$ cat src/rtl/cpu_pkg.sv
// Shared definitions for the CSCE611 RV32I pipeline: PC-source encoding,
// bubble instruction and reset PC.
package cpu_pkg;

    typedef enum logic [1:0] {
        PCSRC_PLUS4  = 2'd0,
        PCSRC_BRANCH = 2'd1,
        PCSRC_JALR   = 2'd2
    } pcsrc_t;

    localparam logic [31:0] NOP_INSTR = 32'h0000_0013;
    localparam logic [31:0] RESET_PC  = 32'h0000_0000;

    function automatic logic [31:0] word_align(input logic [31:0] addr);
        return {addr[31:2], 2'b00};
    endfunction

endpackage

$ cat src/rtl/fetch_hold_reg.sv
// Stall capture/bypass register for the F->EX handoff: freezes instr/valid
// and PC_EX across a stall and passes the live values through otherwise.
module fetch_hold_reg #(
    parameter logic [31:0] NOP_INSTR = cpu_pkg::NOP_INSTR
) (
    input  logic        clk,
    input  logic        rst,
    input  logic        hold,
    input  logic [31:0] pc_in,
    input  logic [31:0] instr_in,
    input  logic        valid_in,
    output logic [31:0] pc_out,
    output logic [31:0] instr_out,
    output logic        valid_out
);

    logic        held;
    logic [31:0] hold_instr;
    logic        hold_valid;
    logic [31:0] pc_q;

    // Capture on the first stalled edge only; later stalled edges keep the snapshot.
    always_ff @(posedge clk) begin
        if (rst) begin
            held       <= 1'b0;
            hold_instr <= NOP_INSTR;
            hold_valid <= 1'b0;
            pc_q       <= 32'h0000_0000;
        end else if (hold) begin
            held <= 1'b1;
            if (!held) begin
                hold_instr <= instr_in;
                hold_valid <= valid_in;
            end
        end else begin
            held <= 1'b0;
            pc_q <= pc_in;
        end
    end

    assign pc_out    = pc_q;
    assign instr_out = held ? hold_instr : instr_in;
    assign valid_out = held ? hold_valid : valid_in;

endmodule

$ cat src/rtl/fetch_stage.sv
// Instruction-fetch front end: owns PC_F, drives the synchronous ROM, applies
// EX redirects/stalls and squashes wrong-path fetches. Optional: FETCH_PERF_EN.
module fetch_stage
    import cpu_pkg::*;
#(
    parameter int          ADDR_W    = 12,
    parameter logic [31:0] RESET_PC  = cpu_pkg::RESET_PC,
    parameter logic [31:0] NOP_INSTR = cpu_pkg::NOP_INSTR
) (
    input  logic              clk,
    input  logic              rst,
    input  logic              stall,
    input  logic [1:0]        pcsrc_EX,
    input  logic [31:0]       branch_target_EX,
    input  logic [31:0]       jalr_target_EX,
    output logic [ADDR_W-1:0] imem_addr,
    input  logic [31:0]       imem_rdata,
    output logic [31:0]       PC_F,
    output logic [31:0]       PC_EX,
    output logic [31:0]       instr_EX,
    output logic              valid_EX,
`ifdef FETCH_PERF_EN
    output logic [31:0]       fetch_count,
    output logic [31:0]       redirect_count,
`endif
    output logic              misalign
);

    pcsrc_t      sel;
    logic        redirect;
    logic [31:0] target;
    logic [31:0] next_pc;
    logic        squash;
    logic [31:0] live_instr;
    logic        live_valid;

    // Decode PC source; the reserved encoding falls back to sequential fetch.
    always_comb begin
        sel = PCSRC_PLUS4;
        case (pcsrc_EX)
            2'd1:    sel = PCSRC_BRANCH;
            2'd2:    sel = PCSRC_JALR;
            default: sel = PCSRC_PLUS4;
        endcase
    end

    assign redirect = (sel != PCSRC_PLUS4);
    assign target   = (sel == PCSRC_JALR) ? jalr_target_EX : branch_target_EX;

    // Next-PC priority: redirect beats stall, stall beats increment.
    always_comb begin
        if (redirect) begin
            next_pc = word_align(target);
        end else if (stall) begin
            next_pc = PC_F;
        end else begin
            next_pc = PC_F + 32'd4;
        end
    end

    // PC, squash flag and misalignment pulse.
    always_ff @(posedge clk) begin
        if (rst) begin
            PC_F     <= RESET_PC;
            squash   <= 1'b1;
            misalign <= 1'b0;
        end else begin
            PC_F     <= next_pc;
            squash   <= redirect;
            misalign <= redirect & (|target[1:0]);
        end
    end

    assign imem_addr  = PC_F[ADDR_W+1:2];
    assign live_instr = squash ? NOP_INSTR : imem_rdata;
    assign live_valid = ~squash;

    // A redirect releases any hold so the bubble reaches EX immediately.
    fetch_hold_reg #(
        .NOP_INSTR (NOP_INSTR)
    ) u_hold (
        .clk       (clk),
        .rst       (rst),
        .hold      (stall & ~redirect),
        .pc_in     (PC_F),
        .instr_in  (live_instr),
        .valid_in  (live_valid),
        .pc_out    (PC_EX),
        .instr_out (instr_EX),
        .valid_out (valid_EX)
    );

`ifdef FETCH_PERF_EN
    // Performance counters, free-running with 32-bit wrap.
    always_ff @(posedge clk) begin
        if (rst) begin
            fetch_count    <= 32'd0;
            redirect_count <= 32'd0;
        end else begin
            if (valid_EX && !stall) begin
                fetch_count <= fetch_count + 32'd1;
            end
            if (redirect) begin
                redirect_count <= redirect_count + 32'd1;
            end
        end
    end
`endif

endmodule

$ cat config.mk
export PLATFORM = sky130hd
export DESIGN_NAME = fetch_stage
export DESIGN_NICKNAME = d
export VERILOG_FILES = /design/src/rtl/cpu_pkg.sv /design/src/rtl/fetch_hold_reg.sv /design/src/rtl/fetch_stage.sv
export SDC_FILE = /design/constraint.sdc
export NUM_CORES = 1
export LEC_CHECK = 0
export ABC_AREA = 1
export CELL_PAD_IN_SITES_DETAIL_PLACEMENT = 0
export CELL_PAD_IN_SITES_GLOBAL_PLACEMENT = 1
export CORE_MARGIN = 2
export CORE_UTILIZATION = 29
export DETAILED_ROUTE_END_ITERATION = 7
export GPL_ROUTABILITY_DRIVEN = 0
export PLACE_DENSITY_LB_ADDON = 0.1
export SKIP_CTS_REPAIR_TIMING = 1
export SYNTH_ARGS = -nofsm -noshare
export SYNTH_HDL_FRONTEND = slang
export SYNTH_SLANG_ARGS = --single-unit
$ cat constraint.sdc
create_clock -name clk -period 1.73 [get_ports clk]
set_input_delay 0.173 -clock clk [delete_from_list [all_inputs] [get_ports clk]]
set_output_delay 0.173 -clock clk [all_outputs]
set_load 0.02 [all_outputs]
==> results of run 1 <==
metrics by stage:
stage	setup slack [ns]	cell area, um^2
2_1_floorplan	0.154	5010
3_3_place_gp	-0.212	7520
3_5_place_dp	-0.247	7520
4_1_cts	-0.354	7820
5_1_grt	-0.107	7970
6_report	-0.00761	7970
layout by cell type (no fill, tap or decap), drive strengths merged:
cell           instances
xor2                   1
bufinv                 1
a31oi                  6
o31ai                  1
clkinv                 3
nor4                   2
nor2                  66
ha                     2
nand3                 44
o22ai                  3
o211ai                 1
o21ai                 82
a211oi                 6
nand4                  6
and2                   2
clkdlybuf4s50        171
a21oi                 43
nand2                208
dfxtp                 96
a221oi                 1
dlymetal6s2s          35
a22oi                 29
a22o                   3
conb                   4
nor3                   3
clkbuf                 9
inv                   76
clkinvlp               1
buf                   47
power breakdown:
group	internal (mW)	leakage, nW	total (mW)	switching, mW
logic	0.841	2.82	1.75	0.909
clock network	1.12	0.146	2.03	0.906
registers	2.36	0.787	2.53	0.164
total	4.33	3.76	6.31	1.98
kinds of logic after synthesis:
| kind of cell | Yosys count |
|---|---|
| simple gates | 331 |
| compound gates | 175 |
| buf+inv | 129 |
| flops | 96 |
| fa+ha+maj | 2 |
| xor+xnor | 1 |
| other cells | 1 |
synthesized netlist by cell type (all sizes together):
master | count | area share, %
a221oi | 1 | 0.18
o21ai | 82 | 8.2
o22ai | 3 | 0.38
ha | 2 | 0.50
dfxtp | 96 | 38
nand4 | 6 | 0.75
a22oi | 29 | 4.4
buf | 29 | 3.9
a21oi | 43 | 4.8
nand2 | 208 | 16
nand3 | 44 | 4.9
clkbuf | 26 | 2.0
o31ai | 1 | 0.15
a211oi | 6 | 0.90
a31oi | 6 | 0.75
and2 | 2 | 0.25
nor3 | 3 | 0.30
a22o | 3 | 0.53
nor4 | 2 | 0.25
o211ai | 1 | 0.15
xor2 | 1 | 0.18
nor2 | 66 | 6.4
conb | 1 | 0.075
inv | 74 | 5.6
area by class of cell:
| class | instances | area (um^2) |
|---|---|---|
| Inverter | 74 | 278 |
| Timing Repair Buffer | 253 | 2600 |
| Fill cell | 1702 | 9090 |
| Clock buffer | 9 | 225 |
| Tap cell | 225 | 282 |
| Sequential cell | 96 | 1920 |
| Clock inverter | 7 | 70.1 |
| Multi-Input combinational cell | 513 | 2580 |
per-layer routing:
layer	up-vias	global-route usage, %	wire (um)
li1	2825	-	-
met1	2483	25.3	8140
met2	196	30.5	7830
met3	12	3.82	1170
met4	0	4.51	171
met5	-	0	0
state kept, by name, summed over array words and instances (netlist names):
signal             count
misalign               1
u_hold.pc_out         30
u_hold.hold_instr     32
u_hold.hold_valid      1
PC_F                  30
squash                 1
u_hold.held            1
critical path, delay by kind of cell (launching register included):
family	cells	cell delay, ns
DFF	1	0.31
buffers and inverters	4	0.58
AOI/OAI and AO/OA	1	0.19
and+or+nand+nor	1	0.14
worst max path at each step:
stage / startpoint / endpoint / cells after the start
5_1_grt: squash / instr_EX[1] / 6
3_5_place_dp: pcsrc_EX[0] / u_hold.hold_instr[4] / 10
4_1_cts: squash / instr_EX[4] / 6
6_report: squash / instr_EX[4] / 6
3_3_place_gp: pcsrc_EX[0] / PC_F[4] / 9
2_1_floorplan: PC_F[3] / PC_F[26] / 8
==> results.tsv, run 1 <==
metric	value	unit
grt.total_usage	18.7	%
place_hpwl	13600	um
worstPathArrival	1.56	ns
grt_antenna_before_repair	0	
r2r_start	PC_F[2]	
synth.yosys.warnings	0	
syn_avg_cell_area	6.80	um^2
rsz0062_at_grt	yes	
ioPinCount	211	
worst_skew_pair.late_latency	0.35	ns
reg2reg_setup_slack	0.20	ns
cp_common_cell	inv_1	
synth_simple_gate_area_share	29.0	%
wl	17300	um
critical_path.max_stage_delay	0.31	ns
hold_ws	0.406	ns
failed_checks	setup timing	
period_share	100	%
overflow	0	
firstDrtPassIters	4	
hold_end	PC_F[3]	
die-area	18300	um^2
syn_inst	735	
drt_iter0_drc	325	
synth.yosys.seq_area_share	38.4	%
syn_to_final_growth	59.3	%
root_buffer	clkbuf_16	
htreeDepth	3	
total_leakage_power	3.76	nW
synth_compound_area_share	20.4	%
numCtsBuffers	9	
ys_ff_latch	96	
vias_per_cell	4.69	
via_count	5516	
synthAdderAreaFrac	0.500	%
clock-sinks	96	
routedWlPerCell	14.7	um
fin_crit	1.74	ns
p_total	6.31	mW
drv_slew	0	
die_h	135	um
hold_class	in -> reg	
clk_pin_slew	0.07	ns
fin_skew	0.00684	ns
setup_viol	1	
critPathCaptureType	primary output	
postLayoutCoreUtil	46.7	%
fin_ws	-0.00761	ns
min_from	branch_target_EX[3]	
die_w	135	um
crit_fanout	31	
startpoint_type	flip-flop	
start_util	29.3	%
final_layout_size_suffix_gt1_share	11.4	%
crit_chain	nor2_2 -> buf_12 -> inv_1 -> o22ai_1 -> inv_1 -> dlymetal6s2s_1	
synth_mux_area_share	0	%
stdcell_count	1177	
drc	0	
synth_xor_area_share	0.175	%
nets	1050	
vdd_ir_drop_max	485	uV
status	complete, but fails checks	
synth_cell_type_count	35	
num_antenna_cells	0	
cts_tree	built	
tns	-0.00761	ns
grt_pass1_wl	27100	um
synth_top_family_by_area	simple AND/OR/NAND/NOR gates	
first_global_vias	5323	
r2r_cells	9	
io_buffers	206	
rows	48	
placed_cells_incl_taps	1161	
hold-path-cell-count	3	
required	1.56	ns
ant_nets	0	
grt_max_degree	34	
worstSetupPathType	reg -> out	
reg2reg_to	PC_F[22]	
clock_path_buffers	2	
coreArea	17100	um^2
slowest_stage	dfxtp_1	
max_freq	0.576	GHz
syn_area	5000	um^2
drv_cap	0	
hold_violations	0	
powerDensity	792	nW/um^2
(Power assumes the default switching activity.)
==> run 2, diff against run 1 <==
Settings changed: TNS_END_PERCENT from default to 5.
==> run 2 against run 1 <==
The run now ends clean. First-iteration DRC count increased by 2.8%. Non-clock buffer count unchanged. Routed wire length decreased by 0.13%. Worst setup slack improved by 0.018 ns. Combinational power about the same. Critical path depth unchanged. Register-to-register slack about the same. Clock power about the same.
==> results.tsv, run 2 (synthesized netlist as in run 1, its figures left out) <==
metric	value	unit
die_w	135	um
vdd_ir_drop_max	484	uV
rsz0062_at_grt	yes	
status	completed	
drc	0	
mostFrequentLayoutCell	nand2_1	
die-area	18300	um^2
regMostFlops	u_hold.hold_instr	
num_antenna_cells	0	
crit_fanout	31	
tns	0	ns
hold_violations	0	
root_buffer	clkbuf_16	
final_area	7920	um^2
total_leakage_power	3.75	nW
worst_skew_pair.late_latency	0.35	ns
fillers	1705	
firstDrtPassIters	5	
placed_cells_incl_taps	1161	
vias_per_cell	4.69	
grt_max_degree	34	
grt_antenna_before_repair	0	
placed_cell_area	7520	um^2
grt_pass1_wl	27100	um
numCtsBuffers	9	
htreeDepth	3	
overflow	0	
drt_iter0_drc	334	
worstPathArrival	1.55	ns
drv_slew	0	
multi_input_area	2540	um^2
clock_path_buffers	2	
start_util	29.3	%
clock-sinks	96	
powerDensity	795	nW/um^2
required	1.56	ns
io_buffers	206	
die_h	135	um
ioPinCount	211	
place_hpwl	13600	um
ant_nets	0	
nets	1050	
grt.total_usage	18.7	%
final_layout_size_suffix_gt1_share	10.7	%
setup_viol	0	
fin_crit	1.72	ns
critPathCaptureType	primary output	
fin_skew	0.00686	ns
drv_cap	0	
regArea	1920	um^2
syn_to_final_growth	58.3	%
largest_reg_flops	32	
startpoint_type	flip-flop	
stdcell_count	1177	
routedWlPerCell	14.7	um
hold_class	in -> reg	
worstSetupPathType	reg -> out	
cts_tree	built	
max_freq	0.581	GHz
coreArea	17100	um^2
wl	17300	um
via_count	5524	
first_global_vias	5323	
final_cell_mix	nand2_1 (203), clkdlybuf4s50_1 (171), dfxtp_1 (94)	
rows	48	
period_share	99.4	%
clk_pin_slew	0.07	ns
run 2: power breakdown:
| group | internal (mW) | switching [mW] | total, mW |
|---|---|---|---|
| Clock | 1.12 | 0.904 | 2.03 |
| Combinational | 0.837 | 0.903 | 1.74 |
| Sequential | 2.36 | 0.163 | 2.53 |
| Total | 4.33 | 1.97 | 6.30 |
run 2: final timing paths:
| check | slack (ns) | from | endpoint | cells after the start |
|---|---|---|---|---|
| min reg2reg | 0.45 | u_hold.pc_out[17] | u_hold.pc_out[17] | 2 |
| max reg2reg | 0.20 | PC_F[2] | PC_F[22] | 9 |
| min | 0.41 | branch_target_EX[3] | PC_F[3] | 3 |
| max | 0.01 | squash | instr_EX[4] | 6 |
run 2: through the flow:
step           total power, mW  worst slack (ns)  util, %  hold slack [ns]
2_1_floorplan             3.39             0.154        -            0.325
3_3_place_gp              4.32            -0.212     44.1            0.439
3_5_place_dp              4.33            -0.247     44.1            0.440
4_1_cts                   6.39            -0.354     45.8            0.396
5_1_grt                   6.62           -0.0904     46.4            0.398
6_report                  6.30            0.0102     46.4            0.406
run 2: layer usage:
metal / track usage [%] / vias up / wire [um]
met5: 0 / - / 0
li1: - / 2822 / -
met4: 4.51 / 0 / 171
met2: 30.5 / 198 / 7810
met1: 25.3 / 2492 / 8140
met3: 3.82 / 12 / 1170
run 2: worst max-delay path, cell delays in order (launching register included):
cell and delay, ns:
dfxtp_1 0.31, nor2_2 0.14, buf_12 0.20, inv_1 0.09, o22ai_1 0.18, inv_1 0.06
dlymetal6s2s_1 0.21
run 2: cell type report:
cell class                      instances  area share (%)
Tap cell                              225            3.56
Clock buffer                            9            2.84
Inverter                               74            3.51
Multi-Input combinational cell        513            32.1
Timing Repair Buffer                  253            32.8
Sequential cell                        96            24.3
Clock inverter                          7           0.885
==> run 3, diff against run 2 <==
--- a/config.mk
+++ b/config.mk
@@ -7,4 +7,5 @@
 export LEC_CHECK = 0
 export ABC_AREA = 1
+export ABC_CLOCK_PERIOD_IN_PS = 1730
 export CELL_PAD_IN_SITES_DETAIL_PLACEMENT = 0
 export CELL_PAD_IN_SITES_GLOBAL_PLACEMENT = 1
==> constraint.sdc (replaced) <==
create_clock -name clk -period 1.73 [get_ports clk]
set_input_delay 0.173 -clock clk [delete_from_list [all_inputs] [get_ports clk]]
set_output_delay 0.173 -clock clk [all_outputs]
set_load 0.05 [all_outputs]
==> run 3 against run 2 <==
First-iteration DRC count up 3.6%. Flip-flop and latch count unchanged. Routed wire length shrank 1.1%. Core utilization shrank 0.051 points. Highest routed layer unchanged. Final cell count is 1.0% lower. Non-clock buffer count fell by 11. Register-to-register slack got worse by 0.06 ns. Largest power group unchanged. Sequential power about the same. Cell area fell by 0.11%.
==> results.tsv, run 3 (synthesized netlist as in run 1, its figures left out) <==
metric	value	unit
status	completed	
path_buf_inv	1	
rows	48	
clock_path_buffers	2	
swShare	36.1	%
drt_iter0_drc	346	
syn_to_final_growth	58.2	%
ioPinCount	211	
final_layout_size_suffix_gt1_share	19.8	%
p_sw	2.44	mW
critical_path.max_stage_delay	0.81	ns
max_freq	0.597	GHz
powerDensity	856	nW/um^2
placed_cell_area	7570	um^2
die-area	18300	um^2
nets	1039	
numCtsBuffers	9	
first_global_vias	5243	
multi_input_area	2560	um^2
setup_viol	0	
via_count	5452	
p_int	4.33	mW
root_buffer	clkbuf_16	
pwr-share-comb	33.0	%
hold_violations	0	
drv_slew	0	
worst_skew_pair.late_latency	0.35	ns
rsz0062_at_grt	yes	
routedWlPerCell	14.7	um
grt.total_usage	18.5	%
tightestPinTransition	0.540	ns
num_antenna_cells	0	
slew_headroom	63.9	%
worstSetupPathType	reg -> out	
grt_max_degree	30	
crit_chain	clkdlybuf4s50_1	
clk_pin_slew	0.07	ns
htreeDepth	3	
crit_family	buffers and inverters	
regMostFlops	u_hold.hold_instr	
ant_nets	0	
grt_pass1_wl	26800	um
largest_reg_flops	32	
fin_crit	1.67	ns
io_buffers	206	
p_total	6.77	mW
die_w	135	um
final_cell_mix	nand2_1 (202), clkdlybuf4s50_1 (108), dfxtp_1 (93)	
seqPwrFrac	37.5	%
final_area	7910	um^2
reg2reg_setup_slack	0.14	ns
drc	0	
start_util	29.3	%
fin_skew	0.00594	ns
wl	17100	um
crit_fanout	2	
vdd_ir_drop_max	466	uV
regArea	1930	um^2
slowest_stage	clkdlybuf4s50_1	
grt_antenna_before_repair	0	
period_share	96.8	%
firstDrtPassIters	4	
overflow	0	
coreArea	17100	um^2
cts_tree	built	
critPathCaptureType	primary output	
mostFrequentLayoutCell	nand2_1	
drv_cap	0	
vias_per_cell	4.68	
hold_class	in -> reg	
required	1.56	ns
clock-sinks	96	
fillers	1739	
worstPathArrival	1.50	ns
die_h	135	um
total_leakage_power	3.50	nW
place_hpwl	13400	um
tns	0	ns
startpoint_type	flip-flop	
hold_ws	0.383	ns
power_frac_clock	29.5	%
## run 3: cell types whose count changed in the layout (fill, tap and decap cells not counted), sizes merged
cell,previous run,this run
inv,76,75
dlymetal6s2s,34,5
buf,47,129
clkinvlp,1,0
clkdlybuf4s50,171,108
## run 3: layer usage
layer	track usage (%)	vias to the layer above	routed length (um)
met4	4.69	0	166
met5	0	-	0
met2	29.7	196	7670
met1	25.4	2442	8090
li1	-	2800	-
met3	3.82	14	1180
## run 3: power by group through the flow
| stage | clock network [mW] | registers, mW | logic, mW |
|---|---|---|---|
| floorplan | 0 | 2.99 | 0.869 |
| global placement | 0 | 2.59 | 2.22 |
| detailed placement | 0 | 2.59 | 2.24 |
| CTS | 2.06 | 2.54 | 2.24 |
| global route | 2.14 | 2.56 | 2.38 |
| finish | 2.00 | 2.54 | 2.23 |
## run 3: stage by stage
stage          instances  setup WS [ns]  util (%)
3_3_place_gp        1150         -0.166      44.4
3_5_place_dp        1150         -0.207      44.4
5_1_grt             1165       -0.00215      46.4
4_1_cts             1165        -0.0580      46.1
2_1_floorplan        738         0.0640         -
6_report            1165         0.0551      46.4
## run 3: worst paths after layout
kind                                     endpoint  cells past startpoint                 from
worst max register to register           PC_F[22]                      9              PC_F[2]
worst min register to register  u_hold.pc_out[13]                      2    u_hold.pc_out[13]
worst min-delay path                      PC_F[3]                      3  branch_target_EX[3]
worst max-delay path                     PC_EX[4]                      1     u_hold.pc_out[4]
## run 3: area by class of cell
class / instances / share of cell area (%)
Clock buffer: 10 / 2.89
Clock inverter: 5 / 0.728
Inverter: 74 / 3.51
Multi-Input combinational cell: 513 / 32.4
Sequential cell: 96 / 24.4
Tap cell: 225 / 3.56
Timing Repair Buffer: 242 / 32.6
==> edit 1 (flow settings as in run 3) <==
`ADDR_W`: 12 -> 13.
--- a/src/rtl/fetch_stage.sv
+++ b/src/rtl/fetch_stage.sv
@@ -3,7 +3,7 @@
 module fetch_stage
     import cpu_pkg::*;
 #(
-    parameter int          ADDR_W    = 12,
+    parameter int          ADDR_W    = 13,
     parameter logic [31:0] RESET_PC  = cpu_pkg::RESET_PC,
     parameter logic [31:0] NOP_INSTR = cpu_pkg::NOP_INSTR
 ) (
Ports: changed (resized imem_addr); port bits go from 211 to 212. No check against the original RTL was run, so the function may have changed too.
==> edit 1 against run 3 <==
  * Fmax is 0.67% lower
  * Sequential cell count unchanged
  * Global-route usage increased by 0.16 points
  * Total power up 6.4%
  * Clock skew is 4.7 ps higher
  * Largest cell class unchanged
  * Sequential power about the same
  * Critical endpoint is now PC_EX[12]
  * First-iteration DRC count decreased by 9.8%
  * Routed wire length grew 3.4%
  * Critical path depth stayed put
  * Worst setup slack got worse by 11 ps
  * Cell area is 2.1% higher
  * Area after synthesis up 0.15%
  * Synthesized cell count is 0.14% higher
==> edit 1: results (changes against run 3) <==
[metrics] dominant synthesized flop cell: dfxtp_1 (unchanged)
[metrics] Clk pin slew, worst setup/hold paths: 70 ps (about the same)
[metrics] final-report setup violation count: 0 (unchanged)
[metrics] fraction of layout cells with a size suffix above 1: 20.9% (was 19.8%)
[metrics] post-synthesis adder-cell area fraction: 0.500% (about the same)
[metrics] Routed wire per std cell: 15.1 microns (was 14.7 microns)
[metrics] largest driver fanout on the critical path: 2 (unchanged)
[metrics] register area share after synthesis: 38.4% (about the same)
[metrics] number of antenna repair diodes: 0 (unchanged)
[metrics] GRT Overall Usage: 18.6% (was 18.5%)
[metrics] per-cell via count in the routed design: 4.73 (was 4.68)
[metrics] leading cell types by count after synthesis: 203 x nand2_1, 96 x dfxtp_1, 72 x inv_1 (unchanged)
[metrics] number of buffers on the longest clock path: 2 (unchanged)
[metrics] r2r setup slk: 170 ps (was 140 ps)
[metrics] H-tree Lvls: 3 (unchanged)
[metrics] xor-xnor portion of the synthesized cell area: 0.175% (about the same)
[metrics] synthesis warning total: 0 (unchanged)
[metrics] Slew @ Worst Pin: 534 ps (was 540 ps)
[metrics] Port Buffer Count: 207 (was 206)
[metrics] number of detailed-route iterations in the first pass: 5 (was 4)
[metrics] Critical Path AT: 1510 ps
[metrics] final hold slack: 391 ps (was 383 ps)
[metrics] first-iteration detailed-routing DRC count: 312 (was 346)
[metrics] post-synthesis average cell area: 6.81 sq um (was 6.80 sq um)
[metrics] status: finished clean (unchanged)
[metrics] pin count of the biggest net entering global routing: 34 (was 30)
[metrics] final-stage net count: 1046 (was 1039)
[metrics] proportion of synthesized area in mux cells: 0% (unchanged)
[metrics] slowest stage cell on the critical path: clkdlybuf4s50_1 (unchanged)
[metrics] global-route wire length before repair: 27100 microns (was 26800 microns)
[metrics] number of global-route vias before repair: 5209 (was 5243)
[metrics] critical path's top delay family: buffers and inverters (unchanged)
[metrics] most area-consuming cells after synthesis: dfxtp_1 38%, nand2_1 15%, o21ai_0 6.6% (unchanged)
[metrics] number of antenna violations at the first check in global routing: 0 (unchanged)
[metrics] static leakage power: 3.53 nW (was 3.50 nW)
[metrics] hold crit path type: input pin to flop (unchanged)
[metrics] number of slew-limit violations in the final report: 0 (unchanged)
[metrics] TritonCTS Buffers: 9 (unchanged)
[metrics] Async SR Flop Fraction: 0% (unchanged)
[metrics] Worst Skew: 10.6 ps (was 5.94 ps)
[metrics] Peak VDD IR: 0.477 mV (was 0.466 mV)
[metrics] fraction of the mapped netlist area in compound gates: 20.4% (about the same)
[metrics] clock root cell: clkbuf_16 (unchanged)
[metrics] Routed WL: 17700 microns (was 17100 microns)
[metrics] max FFs per register: 32 (unchanged)
[metrics] delay of the slowest critical-path stage: 810 ps (about the same)
[metrics] clock latency reported for the late side of the worst-skew pair: 350 ps (about the same)
[metrics] HPWL after detailed placement: 13700 microns (was 13400 microns)
[metrics] Reg with most FFs: u_hold.hold_instr (unchanged)
[metrics] Yosys cell types: 35 (unchanged)
[edit 1: cell count changes after synthesis]
cell / before / now
buf_4: 19 / 20
[edit 1: final timing paths]
| kind | startpoint | cells after the start | end |
|---|---|---|---|
| min reg2reg | u_hold.pc_out[13] | 2 | u_hold.pc_out[13] |
| max reg2reg | PC_F[2] | 9 | PC_F[26] |
| min | branch_target_EX[3] | 3 | PC_F[3] |
| max | u_hold.pc_out[12] | 1 | PC_EX[12] |
[edit 1: layout make-up]
type / count / area [sq um]
Tap cell: 225 / 282
Clock buffer: 10 / 239
Multi-Input combinational cell: 513 / 2560
Fill cell: 1733 / 9040
Clock inverter: 6 / 113
Sequential cell: 96 / 1930
Inverter: 74 / 278
Timing Repair Buffer: 249 / 2670
[edit 1: worst register-to-register path, cell delays in order, from the launching register on]
cell and delay (ps):
dfxtp_2 370, ha_1 190, nand2_1 100, nor2_4 140
nand2_4 110, nor2_4 170, nand2_1 70, nand2_1 60
nand3_1 140, a21oi_2 150
[edit 1: stage by stage]
stage	setup WS [ps]	instance area, sq um	power, mW	utilization [%]
final	43.9	8070	7.20	47.2
after global routing	0.885	8070	7.52	47.2
after CTS	-30.1	7970	7.24	46.6
after detailed placement	-124	7620	4.86	44.5
after global placement	-110	7620	4.84	44.5
after floorplan	64.0	5020	3.88	-
[edit 1: per-layer routing]
layer  up-vias  GRT usage (%)  part of all wire [%]
li1       2822              -                     -
met1      2520           25.8                    47
met2       192           29.3                    44
met3        17           3.70                   6.8
met4         0           5.73                   1.5
met5         -              0                     0
[edit 1: report_power, final]
part / internal (mW) / total [mW] / switching [mW]
registers: 2.37 / 2.54 / 0.175
logic: 0.880 / 2.30 / 1.42
clock network: 1.46 / 2.36 / 0.903
==> edit 2 (flow settings as in run 3) <==
Made on the original files. Register the inputs `branch_target_EX` and `jalr_target_EX` before use, with the module's reset. The logic sees them one clock later. The other inputs are not delayed to match.
--- a/src/rtl/fetch_stage.sv
+++ b/src/rtl/fetch_stage.sv
@@ -26,6 +26,19 @@
     output logic              misalign
 );
 
+    logic [31:0] branch_target_EX_q;
+    logic [31:0] jalr_target_EX_q;
+
+    always_ff @(posedge clk) begin
+        if (rst) begin
+            branch_target_EX_q <= '0;
+            jalr_target_EX_q   <= '0;
+        end else begin
+            branch_target_EX_q <= branch_target_EX;
+            jalr_target_EX_q   <= jalr_target_EX;
+        end
+    end
+
     pcsrc_t      sel;
     logic        redirect;
     logic [31:0] target;
@@ -45,7 +58,7 @@
     end
 
     assign redirect = (sel != PCSRC_PLUS4);
-    assign target   = (sel == PCSRC_JALR) ? jalr_target_EX : branch_target_EX;
+    assign target   = (sel == PCSRC_JALR) ? jalr_target_EX_q : branch_target_EX_q;
 
     // Next-PC priority: redirect beats stall, stall beats increment.
     always_comb begin
Behaviour: not the same (Yosys sat finds a counterexample within 4 cycles, from zero or initial values and one cycle with rst high).
==> edit 2 against run 3 <==
  * Sequential cell count up 64
  * Cell area up 26%
  * Routed wire length up 20%
  * Synthesized cell count up 26%
  * Area after synthesis up 37%
  * Critical path depth up 4
  * Worst hold slack worse by 150 ps
  * Core utilization down 3.8 points
  * Clock skew up 3.2 ps
  * Worst setup slack worse by 47 ps
  * Total power up 49%
  * Fmax down 2.7%
  * Global-route usage down 1.8 points
==> edit 2: results (changes against run 3) <==
[metrics] status: finished clean (unchanged)
[metrics] global-route wire length before repair: 32200 microns (was 26800 microns)
[metrics] final-stage net count: 1241 (was 1039)
[metrics] Slew @ Worst Pin: 531 ps (was 540 ps)
[metrics] M2 GR Usage: 24.6% (was 29.7%)
[metrics] clock latency reported for the late side of the worst-skew pair: 430 ps (was 350 ps)
[metrics] Worst Skew: 9.19 ps (was 5.94 ps)
[metrics] critical path startpoint: u_hold.held (was u_hold.pc_out[4])
[metrics] amount of wire on met2 after detailed routing: 8680 microns (was 7670 microns)
[metrics] number of standard cells in the final layout excluding fillers: 1470 (was 1165)
[metrics] wl on met1: 10400 microns (was 8090 microns)
[metrics] TritonCTS Buffers: 17 (was 9)
[metrics] register area share after synthesis: 46.8% (was 38.4%)
[metrics] worst slack at placement: -192 ps (was -207 ps)
[metrics] met1 demand-to-capacity share in global routing: 23.9% (was 25.4%)
[metrics] fraction of layout cells with a size suffix above 1: 20.7% (was 19.8%)
[metrics] largest driver fanout on the critical path: 16 (was 2)
[metrics] met3 wirelength from detailed routing: 1240 microns (was 1180 microns)
[metrics] per-cell via count in the routed design: 4.24 (was 4.68)
[metrics] HPWL after detailed placement: 15300 microns (was 13400 microns)
[metrics] met3 Use GR: 3.56% (was 3.82%)
[metrics] number of global-route vias before repair: 5963 (was 5243)
[metrics] GRT Overall Usage: 16.7% (was 18.5%)
[metrics] Worst Setup Slack, final: 8.43 ps (was 55.1 ps)
[metrics] worst reg2reg endpoint: PC_F[28] (was PC_F[22])
[metrics] synthesized netlist cell count: 923 (was 735)
edit 2: through the flow:
| stage | TNS (ps) | utilization, % | hold WS, ps |
|---|---|---|---|
| finish | 0 | 42.6 | 230 |
| CTS | -1860 | 42.1 | 211 |
| detailed placement | -12440 | 39.6 | 436 |
| floorplan | 0 | - | 280 |
| global placement | -11610 | 39.6 | 429 |
| global route | -526 | 42.6 | 224 |
edit 2: worst min path at each step:
stage | startpoint | cells past startpoint | end | slack (ps)
floorplan | branch_target_EX[0] | 2 | branch_target_EX_q[0] | 280
global placement | branch_target_EX_q[3] | 2 | PC_F[3] | 430
detailed placement | branch_target_EX_q[3] | 2 | PC_F[3] | 440
CTS | rst | 3 | u_hold.held | 210
global route | rst | 3 | u_hold.held | 220
finish | rst | 3 | u_hold.held | 230
edit 2: power by group:
part	internal, mW	switching (mW)
Clock	2.06	1.72
Combinational	0.815	1.42
Sequential	3.91	0.164
edit 2: logic make-up after synthesis:
group                    synth area share (%)
flip-flops                               46.8
other                                  0.0548
AND/OR/NAND/NOR                          24.5
buffers and inverters                    12.5
adder cells (fa/ha/maj)                 0.366
AO/OA/AOI/OAI                            15.8
edit 2: cell type report:
class / instances / area, sq um / share of cell area (%)
clock buffers: 17 / 425 / 4.28
clock inverters: 15 / 170 / 1.71
inverters: 140 / 526 / 5.29
multi-input cells: 564 / 2830 / 28.5
flip-flops and latches: 160 / 3210 / 32.3
well taps: 319 / 399 / 4.01
repair buffers: 255 / 2380 / 23.9
edit 2: critical path, cell delays in order (launching register included):
cell     delay [ps]
dfxtp_4         400
buf_12          160
inv_1            80
o22ai_1         200
inv_1           120
buf_12          160
